`config.mk`:
```
export PLATFORM = sky130hd
export DESIGN_NAME = banco_registros_param_flat
export DESIGN_NICKNAME = d
export VERILOG_FILES = /design/src/rtl/banco_registros_param_if.sv /design/src/rtl/banco_registros_param.sv /design/src/flat_wrapper.sv
export SDC_FILE = /design/constraint.sdc
export NUM_CORES = 2
export LEC_CHECK = 0
export BUFFER_PORTS_ARGS = -buffer_cell sky130_fd_sc_hd__buf_2
export CAP_MARGIN = 5
export CORE_MARGIN = 4
export CORE_UTILIZATION = 50
export CTS_CLUSTER_DIAMETER = 30
export CTS_CLUSTER_SIZE = 8
export DETAILED_ROUTE_END_ITERATION = 12
export HOLD_SLACK_MARGIN = 0.06
export PLACE_DENSITY_LB_ADDON = 0.1
export SLEW_MARGIN = 20
export SYNTH_ARGS = -nofsm -noshare
export SYNTH_HDL_FRONTEND = slang
export SYNTH_SLANG_ARGS = --single-unit
```
`constraint.sdc`:
```
create_clock -name CLK -period 4.05 [get_ports CLK]
set_clock_uncertainty 0.2 [all_clocks]
set_input_delay 0.405 -clock CLK [delete_from_list [all_inputs] [get_ports CLK]]
set_output_delay 0.405 -clock CLK [all_outputs]
set_load 0.005 [all_outputs]
```
`src/rtl/banco_registros_param_if.sv`:
```
// Decode/writeback bus of the parametrised register bank.
// Holds the read, write and issue request signals plus the read data and scoreboard results.
interface banco_registros_param_if #(
    parameter int XLEN  = 32,
    parameter int NREGS = 32
);
    localparam int AW = $clog2(NREGS);

    logic [AW-1:0]     A1;
    logic [AW-1:0]     A2;
    logic [AW-1:0]     A3;
    logic [XLEN-1:0]   WD3;
    logic              WE3;
    logic [XLEN/8-1:0] BE3;
    logic              ISS_EN;
    logic [AW-1:0]     ISS_A;
    logic [XLEN-1:0]   RD1;
    logic [XLEN-1:0]   RD2;
    logic              BUSY1;
    logic              BUSY2;
    logic [NREGS-1:0]  BUSY_VEC;

    modport master (
        output A1, A2, A3, WD3, WE3, BE3, ISS_EN, ISS_A,
        input  RD1, RD2, BUSY1, BUSY2, BUSY_VEC
    );

    modport slave (
        input  A1, A2, A3, WD3, WE3, BE3, ISS_EN, ISS_A,
        output RD1, RD2, BUSY1, BUSY2, BUSY_VEC
    );
endinterface

```
`src/rtl/banco_registros_param.sv`:
```
// Parametrised 1W/2R register bank with byte-enabled writes, optional write-to-read
// bypass, optional hardwired-zero r0 and a per-register pending-write scoreboard.
module banco_registros_param #(
    parameter int XLEN    = 32,
    parameter int NREGS   = 32,
    parameter int AW      = $clog2(NREGS),
    parameter int BYPASS  = 1,
    parameter int ZERO_R0 = 1
) (
    input  logic                    CLK,
    input  logic                    reset,
    banco_registros_param_if.slave  rf
);
    localparam int NB = XLEN / 8;

    logic [NREGS-1:0][XLEN-1:0] regs;
    logic [NREGS-1:0]           busy;
    logic [NREGS-1:0]           busy_nxt;
    logic [XLEN-1:0]            wmask;
    logic [XLEN-1:0]            merged;
    logic                       wr_ok;
    logic                       fwd1;
    logic                       fwd2;
    logic                       zero1;
    logic                       zero2;

    for (genvar b = 0; b < NB; b++) begin : g_mask
        assign wmask[8*b +: 8] = {8{rf.BE3[b]}};
    end

    // Post-edge value of the write target; also what the bypass forwards.
    assign merged = (regs[rf.A3] & ~wmask) | (rf.WD3 & wmask);
    assign wr_ok  = rf.WE3 && !(ZERO_R0 != 0 && rf.A3 == '0);

    always_ff @(posedge CLK or negedge reset) begin
        if (!reset) begin
            regs <= '0;
        end else if (wr_ok) begin
            regs[rf.A3] <= merged;
        end
    end

    // Issue beats completion on the same register: the new write is the outstanding one.
    always_comb begin
        busy_nxt = busy;
        if (rf.WE3)
            busy_nxt[rf.A3] = 1'b0;
        if (rf.ISS_EN)
            busy_nxt[rf.ISS_A] = 1'b1;
        if (ZERO_R0 != 0)
            busy_nxt[0] = 1'b0;
    end

    always_ff @(posedge CLK or negedge reset) begin
        if (!reset) begin
            busy <= '0;
        end else begin
            busy <= busy_nxt;
        end
    end

    assign fwd1  = (BYPASS != 0) && rf.WE3 && (rf.A1 == rf.A3);
    assign fwd2  = (BYPASS != 0) && rf.WE3 && (rf.A2 == rf.A3);
    assign zero1 = (ZERO_R0 != 0) && (rf.A1 == '0);
    assign zero2 = (ZERO_R0 != 0) && (rf.A2 == '0);

    // Outputs are gated by reset so a bypassed write cannot leak through while held.
    always_comb begin
        rf.RD1   = '0;
        rf.RD2   = '0;
        rf.BUSY1 = 1'b0;
        rf.BUSY2 = 1'b0;
        if (reset && !zero1) begin
            rf.RD1   = fwd1 ? merged : regs[rf.A1];
            rf.BUSY1 = fwd1 ? 1'b0 : busy[rf.A1];
        end
        if (reset && !zero2) begin
            rf.RD2   = fwd2 ? merged : regs[rf.A2];
            rf.BUSY2 = fwd2 ? 1'b0 : busy[rf.A2];
        end
    end

    assign rf.BUSY_VEC = busy;
endmodule

```
`src/flat_wrapper.sv`:
```
// flat-port wrapper written by rule: the top's interface ports become plain ports
module banco_registros_param_flat 
#(
    parameter int XLEN    = 32,
    parameter int NREGS   = 32,
    parameter int AW      = $clog2(NREGS),
    parameter int BYPASS  = 1,
    parameter int ZERO_R0 = 1
)
  (CLK, reset, rf_A1, rf_A2, rf_A3, rf_WD3, rf_WE3, rf_BE3, rf_ISS_EN, rf_ISS_A, rf_RD1, rf_RD2, rf_BUSY1, rf_BUSY2, rf_BUSY_VEC);
  banco_registros_param_if #(.XLEN(XLEN), .NREGS(NREGS)) rf_i ();
  input  logic CLK;
  input  logic reset;
  input wire logic [$bits(rf_i.A1)-1:0] rf_A1;
  input wire logic [$bits(rf_i.A2)-1:0] rf_A2;
  input wire logic [$bits(rf_i.A3)-1:0] rf_A3;
  input wire logic [$bits(rf_i.WD3)-1:0] rf_WD3;
  input wire logic [$bits(rf_i.WE3)-1:0] rf_WE3;
  input wire logic [$bits(rf_i.BE3)-1:0] rf_BE3;
  input wire logic [$bits(rf_i.ISS_EN)-1:0] rf_ISS_EN;
  input wire logic [$bits(rf_i.ISS_A)-1:0] rf_ISS_A;
  output wire logic [$bits(rf_i.RD1)-1:0] rf_RD1;
  output wire logic [$bits(rf_i.RD2)-1:0] rf_RD2;
  output wire logic [$bits(rf_i.BUSY1)-1:0] rf_BUSY1;
  output wire logic [$bits(rf_i.BUSY2)-1:0] rf_BUSY2;
  output wire logic [$bits(rf_i.BUSY_VEC)-1:0] rf_BUSY_VEC;
  assign rf_i.A1 = rf_A1;
  assign rf_i.A2 = rf_A2;
  assign rf_i.A3 = rf_A3;
  assign rf_i.WD3 = rf_WD3;
  assign rf_i.WE3 = rf_WE3;
  assign rf_i.BE3 = rf_BE3;
  assign rf_i.ISS_EN = rf_ISS_EN;
  assign rf_i.ISS_A = rf_ISS_A;
  assign rf_RD1 = rf_i.RD1;
  assign rf_RD2 = rf_i.RD2;
  assign rf_BUSY1 = rf_i.BUSY1;
  assign rf_BUSY2 = rf_i.BUSY2;
  assign rf_BUSY_VEC = rf_i.BUSY_VEC;
  banco_registros_param #(.XLEN(XLEN), .NREGS(NREGS), .AW(AW), .BYPASS(BYPASS), .ZERO_R0(ZERO_R0)) u_core (.CLK(CLK), .reset(reset), .rf(rf_i));
endmodule
```
==> summary.md <==
| Metric | Value |
|---|---|
| Run status | finished clean |
| Leading cell types in the layout, fill and taps excluded | nand2_1, dfrtp_1, o21ai_0, mux4_2, mux2i_1 |
| Worst-margin pin slew | 1.035 ns |
| CP Launch Type | primary input |
| HPWL Detailed | 159,900 µm |
| Hold Fails Final Rpt | 0 |
| Number of CTS-inserted buffers | 291 |
| Rows | 131 |
| Final period util | 0.9952 |
| Die Ht | 367.9 µm |
| Register Area | 26,400 µm² |
| DRC | 0 |
| Post-synthesis cell area | 64,760 µm² |
| Yosys top cell area share | 0.4077 |
| Cell area after layout | 78,640 µm² |
| Crit Path Max Fanout | 16 |
| Post-Route Utilization | 0.6136 |
| Final Slew Violations | 0 |
| Setup crit end kind | output pin |
| Multi-input gate area | 35,310 µm² |
| Most common cell after layout, fill and taps aside | nand2_1 |
| FILL cells | 10,420 |
| Final WL | 259,600 µm |
| CTS max path bufs | 4 |
| Worst EP arrival | 3.43 ns |
| Layout cell share with drive strength beyond 1 | 0.3319 |
| Kind of critical path | primary input to output pin |
| Core area | 128,200 µm² |
| Initial cell density of the core | 0.5053 |
| Synth area leader | dfrtp_1 |
| Root buffer cell | clkbuf_16 |
| Nets | 5,999 |
| Final GP Congestion | 0.9201 |
| Grt met3 use | 0.1176 |
| Initial antenna violation count | 5 |
| Ports | 158 |
| Avg Synthesized Cell Area | 11.20 µm² |
| Clock Sinks | 1,055 |
| Max-slew headroom | 0.3098 |
| CP required | 3.44 ns |
| Largest net degree at the start of global routing | 150 |
| Detailed-route wire length per cell | 32.95 µm |
| Gr usage total | 0.3821 |
| Clock-pin slew on the worst setup and hold paths | 0.04 ns |
| Post-DP Area | 68,220 µm² |
| Fin Hold WS | 0.1133 ns |
| Post-synthesis sequential area ratio | 0.4077 |
| Endpoints failing setup | 0 |
| Fmax | 248.1 MHz |
| RSZ-0062 raised after global routing | no |
| VDD IR max | 0.4557 mV |
| Die span in x | 367.9 µm |
| Setup Buffers After CTS | 0 |
| Tmin final | 4.031 ns |
| Async S/R FF share, synth | 1.000 |
| Syn nets | 5,840 |
| Vias in the first global route | 52,580 |
| Port buffer count | 156 |
| Mapped Cells | 5,780 |
| Layout area overhead | 21.44% |
| Final setup TNS | 0 ns |
| Final ANT Viol Nets | 0 |
| YS warnings | 0 |
| Via Count | 53,870 |
| Via density | 6.837 |
| Power density over the cells | 592.0 nW/µm² |
| Synthesis-stage register bit count | 1,055 |
| TritonCTS clock tree | built |
| EDFF count, synth | 0 |
| Initial DRC Count | 7,392 |
| Clk Latency, worst-skew pair | 0.91 ns |
| Top cells by area, synth | dfrtp_1, mux4_2, mux2i_1 |
| H-tree Lvls | 5 |
| Drt first pass iters | 6 |
| GRT busiest layer | met2 |
| Routing usage on met2 | 0.5441 |
| GRT met1 Usage | 0.5314 |
| Pleak | 34.18 nW |
| First-pass GRT wire length | 378,400 µm |
| Die area | 135,300 µm² |
| Top_reg_cell synth | dfrtp_1 |
| Maxcap violations | 0 |
| Hold crit path type | primary input to asynchronous set/reset pin |
| Yosys cell types | 62 |
| Grt total ovfl | 0 |
layer usage:
| metal | share of wire | up-vias |
|---|---|---|
| met1 | 0.39 | 27230 |
| li1 | - | 22160 |
| met2 | 0.43 | 3690 |
| met3 | 0.12 | 797 |
| met4 | 0.057 | 4 |
| met5 | 0.00025 | - |
sequential cells by signal (all words and copies together) (netlist names):
| register | cells |
|---|---|
| u_core.regs | 1024 |
| u_core.rf.BUSY_VEC | 31 |
critical path: stages:
cell and delay, ns:
dlygate4sd3_1 0.53, buf_2 0.22, inv_1 0.54, o21ai_0 0.21, nor3_1 0.36, nand4_1 0.18
o21ai_2 0.28, o21ai_0 0.44, buf_2 0.25
report_power, final:
group          leakage (nW)  switching (mW)  total, mW  internal, mW
Combinational          15.5            4.37       8.51          4.14
Clock                  4.81            6.90       23.4          16.5
Sequential             13.8            2.08       14.6          12.6
Total                  34.2            13.3       46.6          33.2
stage by stage:
stage / setup WS, ns / power, mW / cells
3_5_place_dp: 0.1118 / 22.97 / 7325
5_1_grt: 0.04114 / 48.29 / 7878
6_report: 0.01934 / 46.56 / 7880
2_1_floorplan: 1.166 / 20.18 / 5780
4_1_cts: 0.07257 / 46.47 / 7876
3_3_place_gp: 0.1085 / 22.69 / 7325
repair_timing:
action | 4_1_cts | 5_1_grt
hold buffers | 50 | 0
resized for setup | 0 | 2
endpoints found under the setup margin | 0 | 3
hold endpoints to repair | 1399 | 0
worst paths after layout:
path / startpoint / cells past startpoint / end / slack, ns
max: rf_BE3[3] / 9 / rf_RD2[26] / 0.02
min in group CLK: rf_BE3[2] / 5 / u_core.regs[662]$_DFFE_PN0P_ / 0.13
max in group asynchronous: reset / 5 / u_core.regs[290]$_DFFE_PN0P_ / 1.56
max reg2reg: u_core.regs[703]$_DFFE_PN0P_ / 7 / u_core.regs[895]$_DFFE_PN0P_ / 1.43
min reg2reg: u_core.regs[2]$_DFFE_PN0P_ / 0 / u_core.regs[2]$_DFFE_PN0P_ / 0.21
min: reset / 3 / u_core.regs[953]$_DFFE_PN0P_ / 0.11
synth_stat cells (all sizes together), types with 24 or more instances:
library cell and number:
nand2 1095, o22ai 105, mux2i 470, nand3 24
a22oi 234, mux4 609, buf 302, nor3 32
clkbuf 353, nor2 25, dfrtp 1055, o21ai 1238
a21oi 55
cell families after synthesis:
logic type                synth area share
AOI/OAI and AO/OA                   0.1711
and+or+nand+nor                    0.08033
muxes                               0.2855
DFF                                 0.4077
buffers and inverters              0.05404
xor gates and xnor gates          0.001353
other                           0.00005791
final cells by class:
type,instances,share of cell area
multi-input combinational,4060,0.4490
sequential,1055,0.3357
clock buffer,379,0.1040
timing repair buffer,521,0.06124
tap,1729,0.02751
clock inverter,122,0.02192
inverter,10,0.0005091
antenna,4,0.0001273
Power figures use the tool's default switching activity.
